`config.mk`:
```
export PLATFORM = sky130hd
export DESIGN_NAME = hazard_unit
export DESIGN_NICKNAME = d
export VERILOG_FILES = /design/src/rtl/hazard_pkg.sv /design/src/rtl/hazard_slot.sv /design/src/rtl/hazard_unit.sv
export SDC_FILE = /design/constraint.sdc
export NUM_CORES = 1
export LEC_CHECK = 0
export ABC_AREA = 0
export CAP_MARGIN = 25
export CORE_MARGIN = 2
export CORE_UTILIZATION = 50
export CTS_BUF_LIST = sky130_fd_sc_hd__clkbuf_4 sky130_fd_sc_hd__clkbuf_8 sky130_fd_sc_hd__clkbuf_16
export DETAILED_ROUTE_END_ITERATION = 6
export PLACE_DENSITY_LB_ADDON = 0.1
export SLEW_MARGIN = 25
export SYNTH_ARGS = -nofsm -noshare
export SYNTH_HDL_FRONTEND = slang
export SYNTH_HIERARCHICAL = 1
export SYNTH_SLANG_ARGS = --single-unit
```
`constraint.sdc`:
```
create_clock -name clk -period 3.8 [get_ports clk]
set_input_delay 0.95 -clock clk [delete_from_list [all_inputs] [get_ports clk]]
set_output_delay 0.95 -clock clk [all_outputs]
set_load 0.01 [all_outputs]
```
`src/rtl/hazard_pkg.sv`:
```
// Shared encodings and helpers for the pipeline hazard controller.
package hazard_pkg;

  typedef enum logic [2:0] {STG_NONE = 3'd0, STG_D = 3'd1, STG_E = 3'd2, STG_M = 3'd3} stage_e;
  typedef enum logic [2:0] {TNEW_PC8 = 3'd0, TNEW_IMM = 3'd1, TNEW_ALU = 3'd2, TNEW_MEM = 3'd3} tnew_e;
  typedef enum logic [1:0] {FWD_RF = 2'd0, FWD_E = 2'd1, FWD_M = 2'd2, FWD_W = 2'd3} fwd_e;

  typedef struct packed {
    logic [4:0] wa;
    logic [1:0] cnt;
  } slot_t;

  localparam slot_t SLOT_EMPTY = '0;

  // Cycles spent in E before the result becomes forwardable.
  function automatic logic [1:0] init_cnt(input logic [2:0] tnew);
    if (tnew == TNEW_PC8)  return 2'd0;
    else if (tnew > 3'd3)  return 2'd3;
    else                   return tnew[1:0] - 2'd1;
  endfunction

  function automatic logic hit(input slot_t s, input logic [4:0] r);
    return (r != 5'd0) && (s.wa == r);
  endfunction

  function automatic logic conflict(input slot_t s, input logic [4:0] r, input logic [2:0] tuse);
    return (tuse != STG_NONE) && hit(s, r) && ({1'b0, s.cnt} >= tuse);
  endfunction

  // The youngest match shadows older ones, even when it is not ready yet.
  function automatic logic [1:0] pick(input slot_t se, input slot_t sm, input slot_t sw,
                                      input logic [4:0] r);
    if (hit(se, r))      return (se.cnt == 2'd0) ? FWD_E : FWD_RF;
    else if (hit(sm, r)) return (sm.cnt == 2'd0) ? FWD_M : FWD_RF;
    else if (hit(sw, r)) return (sw.cnt == 2'd0) ? FWD_W : FWD_RF;
    else                 return FWD_RF;
  endfunction

endpackage

```
`src/rtl/hazard_slot.sv`:
```
// One scoreboard slot: destination register plus cycles-until-forwardable.
module hazard_slot
  import hazard_pkg::*;
(
  input  logic  clk,
  input  logic  reset,
  input  logic  i_bubble,
  input  logic  i_dec,
  input  slot_t i_slot,
  output slot_t o_slot
);

  slot_t r_slot;
  logic [1:0] w_cnt;

  assign w_cnt = (i_dec && i_slot.cnt != 2'd0) ? i_slot.cnt - 2'd1 : i_slot.cnt;

  always_ff @(posedge clk or posedge reset) begin
    if (reset)         r_slot <= SLOT_EMPTY;
    else if (i_bubble) r_slot <= SLOT_EMPTY;
    else begin
      r_slot.wa  <= i_slot.wa;
      r_slot.cnt <= w_cnt;
    end
  end

  assign o_slot = r_slot;

endmodule

```
`src/rtl/hazard_unit.sv`:
```
// D-stage stall and forwarding-select generation from an E/M/W producer scoreboard.
module hazard_unit
  import hazard_pkg::*;
#(
  parameter int CNT_W = 32
) (
  input  logic             clk,
  input  logic             reset,
  input  logic [4:0]       d_rs,
  input  logic [4:0]       d_rt,
  input  logic [2:0]       d_tuse_rs,
  input  logic [2:0]       d_tuse_rt,
  input  logic             d_reg_write,
  input  logic [4:0]       d_wa,
  input  logic [2:0]       d_tnew,
  output logic             stall,
  output logic [1:0]       fwd_d_rs,
  output logic [1:0]       fwd_d_rt,
  output logic [1:0]       fwd_e_rs,
  output logic [1:0]       fwd_e_rt,
  output logic [1:0]       fwd_m_rt,
  output logic [CNT_W-1:0] stall_count
);

  slot_t            w_d_slot, w_e, w_m, w_w;
  logic             w_stall;
  logic [4:0]       r_e_rs, r_e_rt, r_m_rt;
  logic [CNT_W-1:0] r_stall_cnt;

  assign w_d_slot.wa  = d_reg_write ? d_wa : 5'd0;
  assign w_d_slot.cnt = init_cnt(d_tnew);

  hazard_slot u_slot_e (.clk(clk), .reset(reset), .i_bubble(w_stall), .i_dec(1'b0),
                        .i_slot(w_d_slot), .o_slot(w_e));
  hazard_slot u_slot_m (.clk(clk), .reset(reset), .i_bubble(1'b0), .i_dec(1'b1),
                        .i_slot(w_e), .o_slot(w_m));
  hazard_slot u_slot_w (.clk(clk), .reset(reset), .i_bubble(1'b0), .i_dec(1'b1),
                        .i_slot(w_m), .o_slot(w_w));

  assign w_stall = conflict(w_e, d_rs, d_tuse_rs) | conflict(w_m, d_rs, d_tuse_rs) |
                   conflict(w_w, d_rs, d_tuse_rs) | conflict(w_e, d_rt, d_tuse_rt) |
                   conflict(w_m, d_rt, d_tuse_rt) | conflict(w_w, d_rt, d_tuse_rt);

  // Consumers further down only see producers older than themselves.
  assign fwd_d_rs = pick(w_e, w_m, w_w, d_rs);
  assign fwd_d_rt = pick(w_e, w_m, w_w, d_rt);
  assign fwd_e_rs = pick(SLOT_EMPTY, w_m, w_w, r_e_rs);
  assign fwd_e_rt = pick(SLOT_EMPTY, w_m, w_w, r_e_rt);
  assign fwd_m_rt = pick(SLOT_EMPTY, SLOT_EMPTY, w_w, r_m_rt);

  always_ff @(posedge clk or posedge reset) begin
    if (reset) begin
      r_e_rs      <= 5'd0;
      r_e_rt      <= 5'd0;
      r_m_rt      <= 5'd0;
      r_stall_cnt <= '0;
    end else begin
      r_e_rs <= w_stall ? 5'd0 : d_rs;
      r_e_rt <= w_stall ? 5'd0 : d_rt;
      r_m_rt <= r_e_rt;
      if (w_stall && r_stall_cnt != {CNT_W{1'b1}})
        r_stall_cnt <= r_stall_cnt + 1'b1;
    end
  end

  assign stall       = w_stall;
  assign stall_count = r_stall_cnt;

endmodule

```
==> parameters.txt, run 1 <==
Parameter                              Value

Outcome
  Result of the run ... finished clean

Synthesis
  Cell accounting for the most synthesized area ... sky130_fd_sc_hd__dfrtp_1
  Area of the mapped netlist ... 4307 um^2
  Top-area cell type share of the netlist area ... slightly below 40%
  Sequential-to-total area share from yosys stat ... 39.51%
  Total of flip-flops plus latches after synthesis ... 68
  Number of standard cells after synthesis ... 444
  Synth warnings ... 6
  Yosys cell types ... slightly below 50
  Top cells by area in the synthesized netlist ... sky130_fd_sc_hd__dfrtp_1 40%, sky130_fd_sc_hd__xnor2_1 8.9%, sky130_fd_sc_hd__xor2_1 7.7%, sky130_fd_sc_hd__ha_1 5.2%, sky130_fd_sc_hd__and2b_2 3.7%
  Average instance area after synthesis ... 9.700 um^2

Placed design
  RD Place Congestion ... about 0.9
  Area post-placement ... around 5400 um^2
  Count of port buffers added during placement ... ~70
  Half-perimeter wire length of the detailed placement result ... between 7000 and 8000 um

Clock network
  Post-CTS Hold Fix Bufs ... 0
  TritonCTS clock tree ... done
  Total clock sinks ... just under 70
  Clk Tree Root Cell ... sky130_fd_sc_hd__clkbuf_8
  CTS buffer count ... 9
  Level count of the clock H-tree ... 3
  Clock latency at the later pin of the worst-skew pair ... roughly 0.35 ns
  Clock slew at the register clock pins of the worst setup and hold paths ... about 0.070 ns
  Worst-case clock buffer depth ... 2

Run
  Number of maximum-capacitance violations ... 0

Power and ir drop
  Part of the power in registers ... between 40 and 50%
  Total power after layout ... between 1500 and 2000 uW
  Max VDD drop ... approximately 0.23 mV
  Leak ... ~0.0027 uW
  Combinational group share of total power ... 20.6%
  Switching Share ... 27.92%
  Clock Power Share ... between 30% and 40%
  Cell internal pwr ... ~1400 uW
  Switching power ... 554.5 uW
  Power per unit of standard cell area ... 344.2 nW/um^2

Floorplan
  Area of the core ... between 8000 and 9000 um^2
  Rows ... 33
  Chip width ... about 97 um
  Effective utilization at floorplan ... a little over 50%
  I/O pin count ... 70
  Vertical extent of the die ... 96.81 um
  Overall die area ... about 9400 um^2

Route
  Number of design-rule violations left by the first detailed-router iteration ... approximately 150
  Antenna Violating Nets Remaining ... 0
  Routed wire length ... about 11000 um
  DRC ... 0
  Total number of vias ... between 3000 and 4000
  Average wire length per cell after detail routing ... around 16 um
  Routed vias/inst ... 5.445
  First-pass detailed-route iteration total ... 4

Global routing
  Maximum number of pins on one net before global-route repair ... between 40 and 50
  Number of antenna violations at the first check in global routing ... 0
  Global-route wire length before repair ... about 18000 um
  Vias in the first global route ... between 3000 and 4000
  All-layer global routing usage ... a little under a quarter
  Total congestion overflow after global routing ... 0

STA
  Worst Skew ... approximately 0.013 ns
  Final Cycle Share ... ~100%
  Number of pins with negative max-slew slack in the final report ... 0
  Hold violation count in the final report ... 0
  Tightest Pin Transition ... approximately 0.83 ns
  Timing-limited maximum frequency ... around 0.26 GHz
  Tmin final ... between 3 and 4 ns
  Max-Slew Margin vs Limit ... between 40 and 50%
  Setup violation total in the final timing report ... 0

Cells and area
  Number of antenna cells inserted ... 0
  Post-layout net count ... 603
  Share of final-layout standard cells stronger than drive strength 1 ... a little under a fifth
  Post-route cell area ... ~5800 um^2
  Layout-stage area growth over the synthesis result ... 33.99%
  Layout fillers ... 670

Worst setup path
  Crit path capture type ... primary output
  Crit Path Category ... input pin to primary output
  Register-to-register path setup slack ... roughly 1 ns
  Highest fanout seen on the critical path ... 5
  Required time of the worst setup path ... approximately 2.9 ns
  Nature of the critical path startpoint ... input pin
  Data arrival time at the worst-slack endpoint ... approximately 2.8 ns

Min path
  Classification of the worst-slack hold path ... register to register
-- logic make-up (layout without fill, tap and decap cells) --
family                     after synthesis  in the layout  share of synthesized area, %
buffers and inverters                   46            143                         4.213
AOI/OAI and AO/OA                       55             55                         9.530
other                                    2             24                        0.1744
DFF                                     68             68                         39.51
muxes                                    6              6                         1.511
adders and majority gates               18             18                         5.230
and+or+nand+nor                        167            167                         23.15
xor gates and xnor gates                82             82                         16.68
-- critical path, cell delays in order --
cell and delay [ns]:
sky130_fd_sc_hd__clkdlybuf4s50_1 0.53, sky130_fd_sc_hd__buf_4 0.18, sky130_fd_sc_hd__xnor2_1 0.12, sky130_fd_sc_hd__nand3_1 0.14, sky130_fd_sc_hd__buf_4 0.17, sky130_fd_sc_hd__nor2_2 0.15
sky130_fd_sc_hd__mux2i_1 0.22, sky130_fd_sc_hd__nor2_1 0.08, sky130_fd_sc_hd__dlygate4sd2_1 0.29
-- cell type report --
| type | count | area [um^2] | share of cell area, % |
|---|---|---|---|
| clock inverter | 6 | 111.4 | 1.930 |
| clock buffer | 10 | 131.4 | 2.277 |
| inverter | 23 | 87.58 | 1.518 |
| tap | 105 | 131.4 | 2.277 |
| timing repair buffer | 104 | 969.7 | 16.80 |
| multi-input combinational | 352 | 2638 | 45.71 |
| sequential | 68 | 1702 | 29.49 |
-- power groups by stage --
stage | registers (uW) | logic [uW] | clock network (uW)
finish | 841 | 409 | 737
global route | 850 | 454 | 782
global placement | 852 | 367 | 0
floorplan | 841 | 217 | 0
CTS | 841 | 393 | 743
detailed placement | 854 | 382 | 0
-- routing by layer --
layer,global-route usage (%),routed length (um)
met4,8.451,246
met2,36.59,4902
met3,4.191,385
met5,0,0
met1,32.29,4973
-- state kept, by name, indices dropped and copies added, names as in the netlist --
name,count
r_e_rt,5
stall_count,32
u_slot_w/o_slot,7
r_m_rt,5
u_slot_e/o_slot,7
r_e_rs,5
u_slot_m/o_slot,7
-- what timing repair did --
item / in CTS / in global routing
hold endpoints to repair: 0 / 0
gates resized for setup: 18 / 26
endpoints found under the setup margin: 5 / 5
buffers inserted: 2 / 2
pin swaps: 4 / 13
-- synthesized netlist by cell type, drive strengths merged --
master / n
or4: 5
nand4: 9
o21bai: 1
nand2: 28
a31oi: 1
or2: 5
nor2b: 4
nor3: 9
o2111a: 2
and2: 9
buf: 5
o2111ai: 1
dfrtp: 68
or3: 3
and2b: 18
xor2: 38
nor2: 17
xnor2: 44
o41ai: 1
nand3: 18
or4b: 3
clkbuf: 18
o31ai: 3
nor4b: 3
a2111oi: 10
and4: 5
nor4: 10
nor3b: 1
a211oi: 16
and3: 14
inv: 23
a21oi: 13
o221ai: 1
o221a: 1
a2bb2oi: 1
mux2i: 2
nand2b: 6
mux2: 4
conb: 2
o211ai: 1
o21ai: 3
ha: 18
-- final timing paths --
path	endpoint	cells past startpoint	from
max	fwd_d_rt[0]	9	d_rt[0]
min	r_m_rt[0]$_DFF_PP0_	0	r_e_rt[0]$_DFF_PP0_
max reg2reg	stall_count[1]$_DFFE_PP0P_	7	stall_count[11]$_DFFE_PP0P_
min reg2reg	r_m_rt[0]$_DFF_PP0_	0	r_e_rt[0]$_DFF_PP0_
max in group asynchronous	stall_count[28]$_DFFE_PP0P_	2	reset
min in group asynchronous	u_slot_e/o_slot[1]$_DFF_PP0_	2	reset
-- metrics by stage --
| step | instances | utilization (%) | worst slack [ns] | setup TNS (ns) | hold slack, ns |
|---|---|---|---|---|---|
| 6_report | 668 | 69.53 | 0.02330 | 0 | 0.4658 |
| 4_1_cts | 666 | 68.34 | -0.1578 | -0.1578 | 0.4625 |
| 2_1_floorplan | 466 | - | 0.1289 | 0 | 0.4286 |
| 3_3_place_gp | 648 | 64.56 | -0.5847 | -1.205 | 0.4438 |
| 5_1_grt | 668 | 69.53 | -0.1066 | -0.1066 | 0.4745 |
| 3_5_place_dp | 648 | 64.56 | -0.5913 | -1.421 | 0.4469 |
-- layout by cell type (no fill, tap or decap), types with 3 or more instances in the layout --
cell type	netlist	layout
sky130_fd_sc_hd__a2111oi_1	8	8
sky130_fd_sc_hd__a211oi_1	16	16
sky130_fd_sc_hd__a21oi_1	13	9
sky130_fd_sc_hd__a21oi_2	0	4
sky130_fd_sc_hd__and2_1	9	8
sky130_fd_sc_hd__and2b_2	18	18
sky130_fd_sc_hd__and3_1	14	14
sky130_fd_sc_hd__and4_1	5	5
sky130_fd_sc_hd__buf_4	1	35
sky130_fd_sc_hd__bufinv_16	0	3
sky130_fd_sc_hd__clkbuf_8	0	9
sky130_fd_sc_hd__clkdlybuf4s50_1	0	52
sky130_fd_sc_hd__conb_1	2	24
sky130_fd_sc_hd__dfrtp_1	68	68
sky130_fd_sc_hd__dlygate4sd2_1	0	5
sky130_fd_sc_hd__dlymetal6s2s_1	0	11
sky130_fd_sc_hd__ha_1	18	18
sky130_fd_sc_hd__inv_1	22	20
sky130_fd_sc_hd__mux2_2	3	3
sky130_fd_sc_hd__nand2_1	28	28
sky130_fd_sc_hd__nand2b_1	6	6
sky130_fd_sc_hd__nand3_1	18	17
sky130_fd_sc_hd__nand4_1	9	9
sky130_fd_sc_hd__nor2_1	17	15
sky130_fd_sc_hd__nor2b_1	4	4
sky130_fd_sc_hd__nor3_1	9	6
sky130_fd_sc_hd__nor3_2	0	3
sky130_fd_sc_hd__nor4_1	9	4
sky130_fd_sc_hd__nor4_2	0	4
sky130_fd_sc_hd__o31ai_1	3	3
sky130_fd_sc_hd__or2_2	4	4
sky130_fd_sc_hd__or3_1	3	3
sky130_fd_sc_hd__or4_1	5	3
sky130_fd_sc_hd__or4b_1	3	3
sky130_fd_sc_hd__xnor2_1	44	44
sky130_fd_sc_hd__xor2_1	38	38
Power figures use the tool's default switching activity.
==> run 2: changes to the inputs <==
--- a/config.mk
+++ b/config.mk
@@ -7,7 +7,7 @@
 export LEC_CHECK = 0
 export ABC_AREA = 0
 export CAP_MARGIN = 25
-export CORE_MARGIN = 2
+export CORE_MARGIN = 4
 export CORE_UTILIZATION = 50
 export CTS_BUF_LIST = sky130_fd_sc_hd__clkbuf_4 sky130_fd_sc_hd__clkbuf_8 sky130_fd_sc_hd__clkbuf_16
 export DETAILED_ROUTE_END_ITERATION = 6
==> run 2 against run 1 <==
  * Critical path depth increased by 1
  * Critical endpoint is now stall
  * Non-clock buffer count shrank 2
  * Worst hold slack got worse by 0.0021 ns
  * Global-route usage down 1.4 points
  * First-iteration DRC count increased by 68%
  * Sequential cell count did not move
  * Clock-buffer cell count unchanged
  * Power fell by 7.3%
==> parameters.txt, run 2 (synthesis results as in run 1) <==
Parameter                              Value

Outcome
  Result of the run ... finished clean

Run
  Number of maximum-capacitance violations ... 0

STA
  Hold violation count in the final report ... 0
  Tmin final ... 3.783 ns
  Worst Skew ... 0.01159 ns
  Smallest setup slack after layout ... between 0.015 and 0.02 ns
  Timing-limited maximum frequency ... approximately 0.26 GHz
  Tightest Pin Transition ... 0.8306 ns
  Final Cycle Share ... around 100%
  Number of pins with negative max-slew slack in the final report ... 0
  Setup violation total in the final timing report ... 0
  Max-Slew Margin vs Limit ... between 40% and 50%

Cells and area
  Post-layout net count ... 601
  Highest-count cells in the layout ignoring fill and taps ... 68 x sky130_fd_sc_hd__dfrtp_1, 54 x sky130_fd_sc_hd__clkdlybuf4s50_1, 44 x sky130_fd_sc_hd__xnor2_1
  Number of antenna cells inserted ... 0
  Most common cell after layout, fill and taps aside ... sky130_fd_sc_hd__dfrtp_1
  Layout-stage area growth over the synthesis result ... 33.03%
  Share of final-layout standard cells stronger than drive strength 1 ... between 10% and 20%
  Post-route non-filler standard cell count ... around 670
  Flip-flop count of the largest register, all copies and words added ... 32

Worst setup path
  Required time of the worst setup path ... approximately 2.9 ns
  Beginning of the worst register-to-register path ... stall_count[11]$_DFFE_PP0P_
  Combined buffer and inverter count along the critical path ... 5
  Kind of cell adding the most delay to the critical path ... buffers and inverters
  Reg-to-Reg End ... stall_count[1]$_DFFE_PP0P_
  Data arrival time at the worst-slack endpoint ... 2.83 ns
  Crit path top cell by count ... sky130_fd_sc_hd__buf_4
  Highest fanout seen on the critical path ... 4
  Length in cells of the worst reg-to-reg path ... 7
  Nature of the critical path startpoint ... input pin
  Crit Path Category ... input pin to primary output
  Delay of the slowest cell on the worst path ... roughly 0.46 ns
  Cells along the critical path ... clkdlybuf4s50_1 -> buf_4 -> buf_4 -> xnor2_1 -> nand3_1 -> nor3_2 -> o21ai_2 -> and2_4 -> inv_2 -> buf_2
  Register-to-register path setup slack ... 1.00 ns
  Slowest CP cell ... sky130_fd_sc_hd__clkdlybuf4s50_1
  Crit path capture type ... primary output

Clock network
  Level count of the clock H-tree ... 3
  Clk Tree Root Cell ... sky130_fd_sc_hd__clkbuf_8
  Worst-case clock buffer depth ... 2
  Clock slew at the register clock pins of the worst setup and hold paths ... 0.07 ns
  Total clock sinks ... 68
  CTS buffer count ... 9
  Clock latency at the later pin of the worst-skew pair ... ~0.35 ns
  TritonCTS clock tree ... done

Placed design
  Half-perimeter wire length of the detailed placement result ... approximately 7800 um
  Count of port buffers added during placement ... 69
  Number of cells after detailed placement ... between 600 and 700
  RD Place Congestion ... between 0.9 and 1
  Worst Setup Slack post-DPL ... -0.5784 ns

Floorplan
  Overall die area ... between 10000 and 15000 um^2
  Area of the core ... a little over 8000 um^2
  I/O pin count ... 70
  Chip width ... 100.8 um
  Rows ... 33
  Effective utilization at floorplan ... between 50% and 60%
  Vertical extent of the die ... 100.8 um

Min path
  Number of stages on the worst hold path ... 0
  Hold Startpoint ... r_e_rt[3]$_DFF_PP0_
  Classification of the worst-slack hold path ... register to register
  Hold endpoint ... r_m_rt[3]$_DFF_PP0_

Route
  Routed vias/inst ... approximately 5.4
  Number of design-rule violations left by the first detailed-router iteration ... ~240
  First-pass detailed-route iteration total ... 4
  Total number of vias ... about 3600
  Routed wire length ... approximately 11000 um
  Antenna Violating Nets Remaining ... 0
  DRC ... 0
  Average wire length per cell after detail routing ... 16.24 um

Power and ir drop
  Total power after layout ... between 1500 and 2000 uW
  Power per unit of standard cell area ... 321.6 nW/um^2
  Leak ... around 0.0027 uW
  Max VDD drop ... 0.2007 mV

Global routing
  All-layer global routing usage ... a little over a fifth
  Global-route wire length before repair ... around 17000 um
  Number of antenna violations at the first check in global routing ... 0
  Vias in the first global route ... around 3600
  Maximum number of pins on one net before global-route repair ... 48
  Total congestion overflow after global routing ... 0
[run 2: cell count changes in the layout (fill, tap and decap cells not counted), sizes merged]
cell / delta
buf: -2
bufinv: -2
clkdlybuf4s50: +2
clkinv: +1
clkinvlp: +1
dlymetal6s2s: -2
[run 2: layout make-up]
type | count | area (um^2)
fillers | 660 | 2570
repair buffers | 102 | 949.7
multi-input cells | 352 | 2664
inverters | 23 | 87.58
clock buffers | 10 | 131.4
clock inverters | 6 | 63.81
flip-flops and latches | 68 | 1702
well taps | 105 | 131.4
[run 2: report_power, final]
part / leakage, uW / switching [uW] / internal, uW / total (uW)
combinational: 0.00167 / 196 / 214 / 409
sequential: 0.000881 / 68.7 / 773 / 842
clock: 0.0000961 / 281 / 310 / 591
total: 0.00265 / 545 / 1300 / 1840
[run 2: through the flow]
step | TNS [ns] | utilization (%) | hold WS (ns) | area (um^2)
floorplan | 0 | - | 0.4286 | 4389
global placement | -1.251 | 64.47 | 0.4428 | 5350
detailed placement | -1.444 | 64.47 | 0.4485 | 5350
CTS | -0.1260 | 67.87 | 0.4643 | 5633
global route | -0.1014 | 69.03 | 0.4830 | 5729
finish | 0 | 69.03 | 0.4636 | 5729
[run 2: timing repair]
item / in CTS / in global routing
hold buffers: 0 / 0
endpoints found under the setup margin: 5 / 2
pin swaps: 8 / 9
setup buffers: 1 / 2
gates resized for setup: 23 / 21
[run 2: worst max path at each step]
stage	end	startpoint	depth (start not counted)	slack, ns
6_report	stall	d_rt[0]	10	0.02
5_1_grt	stall	d_rt[0]	10	-0.07
4_1_cts	stall	d_rt[4]	8	-0.13
3_5_place_dp	stall	d_rt[1]	8	-0.58
3_3_place_gp	stall	d_rt[1]	8	-0.58
2_1_floorplan	stall	d_rt[1]	7	0.13
[run 2: metal layers]
metal	up-vias	track usage (%)	share of wire (%)
li1	1765	-	-
met1	1681	30.56	45
met2	107	34.63	46
met3	24	3.322	5.5
met4	0	7.254	2.6
met5	-	0	0
==> patch 1: new RTL, config.mk and constraints of run 2 <==
The parameter `CNT_W` goes from 32 to 16.
--- a/src/rtl/hazard_unit.sv
+++ b/src/rtl/hazard_unit.sv
@@ -3,5 +3,5 @@
   import hazard_pkg::*;
 #(
-  parameter int CNT_W = 32
+  parameter int CNT_W = 16
 ) (
   input  logic             clk,
Interface: changed (resized stall_count); port bits go from 70 to 54. No check against the original RTL was run, so the function may have changed too.
==> patch 1 against run 2 <==
  * Sequential cell count shrank 16
  * Routed wire length shrank 29%
  * Power shrank 22%
  * Highest routed layer unchanged
  * Via count shrank 26%
  * Setup slack gained 0.057 ns
  * Combinational power shrank 15%
  * Area after synthesis shrank 22%
  * Largest cell class unchanged
  * Clock skew shrank 0.0060 ns
  * Final area shrank 23%
  * Count of clock-buffer cells in the layout shrank 5
==> patch 1: results (changes against run 2) <==
Clocking
  – Post-CTS Resized: 9 (-61%)
  – Clk_lat worst skew: 0.30 ns (-0.05 ns)
  – H-tree depth: 2 (-1)

Setup path
  – FF-to-FF path depth: 10 (+3)
  – R2R Path Start: u_slot_m/o_slot[0]
  – Critical Path Start: d_tuse_rt[0]
  – Critical path's largest stage delay: 0.42 ns (-0.04 ns)
  – Capture instance of the worst register-to-register path: stall_count[12]
  – WP data arrival: 2.78 ns (-0.05 ns)
  – Highest fanout seen on the critical path: 3 (-1)

Place
  – DP HPWL: 6050 um (-23%)

Synth
  – Most area-consuming cells after synthesis: dfrtp_1, xnor2_1, ha_1, xor2_1, and2b_2
  – Leading post-synthesis cells by instance count: dfrtp_1, xnor2_1, xor2_1

Finish
  – Flip-flop count of the largest register after layout: 16 (-50%)
  – Fillers: 527 (-20%)
  – Fraction of layout cells with a size suffix above 1: 20.0% (+1.6 points)

Global route
  – M2 GR Usage: 36.0% (+1.3 points)
  – GRT met1 Usage: 22.1% (-8.5 points)
  – Global-route wire length before repair: 12400 um (-29%)

Status
  – Run status: complete, no violations

Pwr
  – Combinational-cell power consumption: 0.000347 W (-15%)
  – Part of the total power dissipated in the clock network: 30.4% (-1.7 points)
  – Switching part of the total: 27.8% (-1.8 points)

Routing
  – Detailed router's first-iteration violation count: 79 (-67%)
  – Routed length on met3: 223 um (-63%)
  – Wire length on met1: 3210 um (-35%)
  – Detail Route met2 WL: 4030 um (-20%)
  – Via count: 2645 (-26%)
[patch 1: metrics by stage]
stage	area, um^2	std cells	hold WS [ns]	setup WS, ns
after floorplan	3440	363	0.429	0.469
after global placement	4230	510	0.451	-0.279
after detailed placement	4230	510	0.462	-0.291
after CTS	4360	517	0.489	-0.0941
after global routing	4410	517	0.497	-0.0138
final	4410	517	0.484	0.0744
[patch 1: kinds of logic (layout without fill, tap and decap cells)]
group,Yosys count,in the layout,synth area share [%]
AND/OR/NAND/NOR,143,143,26.2
other,2,24,0.224
flip-flops,52,52,38.8
XOR/XNOR,68,68,17.7
multiplexers,7,7,2.39
AO/OA/AOI/OAI,20,20,4.03
buffers and inverters,31,108,3.91
adder cells (fa/ha/maj),18,18,6.71
[patch 1: area by class of cell]
class / instances / share of cell area (%)
repair buffers: 83 / 17.1
flip-flops and latches: 52 / 29.5
clock buffers: 5 / 1.56
clock inverters: 2 / 1.36
inverters: 18 / 1.53
multi-input cells: 280 / 46.8
well taps: 77 / 2.19
==> patch 2: new RTL, settings of run 2 <==
Without the edit above. Put one more register stage on the output `stall_count`, with the module's reset. The value now appears one clock later. The other outputs are not delayed to match.
--- a/src/rtl/hazard_unit.sv
+++ b/src/rtl/hazard_unit.sv
@@ -65,5 +65,11 @@
 
   assign stall       = w_stall;
-  assign stall_count = r_stall_cnt;
+  always_ff @(posedge clk or posedge reset) begin
+    if (reset) begin
+      stall_count <= '0;
+    end else begin
+      stall_count <= r_stall_cnt;
+    end
+  end
 
 endmodule
Behaviour: not the same (a bounded check fails within 4 cycles, from zero or initial values and one cycle with reset high).
==> patch 2 against run 2 <==
  * Routed wire length is 0.11% lower
  * Power up 22%
  * Largest cell class is now sequential cells
  * Sequential cell count up 32
  * Sequential share of layout area rose by 10 points
  * Die area rose by 13%
  * Setup slack improved by 0.064 ns
  * Final area up 9.7%
  * Area after synthesis increased by 14%
  * Largest power group unchanged
==> patch 2: results (changes against run 2) <==
Global route
  – M2 GR Usage: 31.4% (-3.3 points)
  – Global-route wire length before repair: 18200 um (+4.5%)
  – Fraction of met3 tracks used by global routing: 3.42% (+0.098 points)
  – GRT met1 Usage: 29.2% (-1.4 points)
  – Pin count of the biggest net entering global routing: 80 (+67%)
  – Number of antenna violations at the first check in global routing: 1 (+1)
  – GR Util All Layers: 20.2% (-1.7 points)

Finish
  – Fraction of layout cells with a size suffix above 1: 15.8% (-2.6 points)
  – Total number of nets in the final design: 611 (+1.7%)
  – Finished Layout Cells: 700 (+5.1%)
  – Fillers: 733 (+11%)

Synth
  – Number of distinct library cells after synthesis: 45 (-8.2%)
  – Gate count of the mapped netlist: 452 (+1.8%)
  – Sequential fraction of the synthesis area: 50.8% (+11 points)
  – Leading post-synthesis cells by instance count: dfrtp_1, xor2_1, xnor2_1
  – Post-synth top flop: dfrtp_1
  – Synth warn: 6 (unchanged)
  – Most area-consuming cells after synthesis: dfrtp_1, xor2_1, xnor2_1, ha_1, and2b_2
  – Fraction of synthesis flops using an asynchronous set or reset pin: 100% (unchanged)

Routing
  – Total wire length after detailed routing: 10800 um (-0.11%)
  – Via count: 3580 (+0.084%)
  – Wire length on met1: 5090 um (+3.7%)
  – Detail Route met2 WL: 5070 um (+0.76%)
  – Detailed router's first-iteration violation count: 135 (-44%)
  – Highest routed metal layer: met5
  – Routed length on met3: 533 um (-11%)

Timing
  – Tightest hold margin: 0.420 ns (-0.0438 ns)
  – Slew @ Worst Pin: 0.780 ns (-0.0510 ns)
  – Clock Skews: 0.0136 ns (+0.00198 ns)

Setup path
  – Max stage delay cell, worst path: clkdlybuf4s50_1
  – FF-to-FF path depth: 6 (-1)
  – Highest fanout seen on the critical path: 4 (unchanged)
  – Critical Path Start: d_rs[1]
  – Internal reg-to-reg setup slack: 1.15 ns (+0.15 ns)
  – WP data arrival: 2.77 ns (-0.06 ns)
  – Capture instance of the worst register-to-register path: r_stall_cnt[1]
  – Endpoint of the most critical setup path: fwd_d_rs[1]
  – Critical path's largest stage delay: 0.50 ns (+0.04 ns)
  – R2R Path Start: r_stall_cnt[11]

Place
  – DP HPWL: 7940 um (+1.3%)
  – Placed cell area: 5980 um^2 (+12%)
  – Final estimated routing congestion in global placement: 0.899 (-2.0%)
  – Total instance count after detailed placement: 681 (+5.3%)

Min path
  – Worst-case hold path end point: stall_count[29]
  – Hold_sp: r_stall_cnt[29]

Clocking
  – Cell chosen for the clock root: clkbuf_8
  – H-tree depth: 3 (unchanged)
  – Number of buffers created by CTS: 9 (unchanged)
  – Post-CTS clock slew at the launch and capture registers of the worst setup and hold paths: 0.10 ns (+0.03 ns)

Pwr
  – Leakage power: 3.05 nW (+15%)
  – Switching part of the total: 28.1% (-1.5 points)
  – Maximum resistive drop on vdd: 0.223 mV (+11%)

Status
  – Run status: complete, no violations
patch 2: cell count changes in the layout (fill, tap and decap cells not counted), moves of 9 or more:
cell      change
a211oi_1     -16
dfrtp_1      +32
nor3_1       +14
nor2_1        +9
nor4_1       +11
nand2_1      -13
patch 2: cell families after synthesis:
| kind of cell | synth area share (%) |
|---|---|
| simple gates | 21.7 |
| fa+ha+maj | 4.57 |
| flops | 50.8 |
| mux | 1.19 |
| buf+inv | 3.35 |
| compound gates | 3.35 |
| other cells | 0.152 |
| xor+xnor | 14.9 |
patch 2: power by group through the flow:
stage	clock network (W)	registers [W]	logic [W]
final	0.000643	0.00121	0.000391
after detailed placement	0	0.00123	0.000377
after global routing	0.000703	0.00122	0.000441
after global placement	0	0.00123	0.000365
after floorplan	0	0.00121	0.000218
after CTS	0.000660	0.00121	0.000386
patch 2: timing repair:
action,CTS,global route
endpoints found under the setup margin,5,5
resized for setup,19,17
buffers inserted,3,1
cloned,0,0
pin swaps,8,6
patch 2: final cells by class:
| type | count | area [um^2] | share of cell area, % |
|---|---|---|---|
| Sequential cell | 100 | 2500 | 39.8 |
| Multi-Input combinational cell | 335 | 2410 | 38.3 |
| Tap cell | 129 | 161 | 2.57 |
| Inverter | 23 | 86.3 | 1.37 |
| Clock inverter | 5 | 45.0 | 0.716 |
| Clock buffer | 11 | 145 | 2.31 |
| Timing Repair Buffer | 97 | 937 | 14.9 |
patch 2: through the flow:
stage	worst slack [ns]	power (W)	util (%)
global placement	-0.412	0.00159	63.6
detailed placement	-0.400	0.00160	63.6
finish	0.0812	0.00224	66.8
CTS	-0.0108	0.00225	66.2
global route	-0.0184	0.00237	66.8
floorplan	0.528	0.00143	-
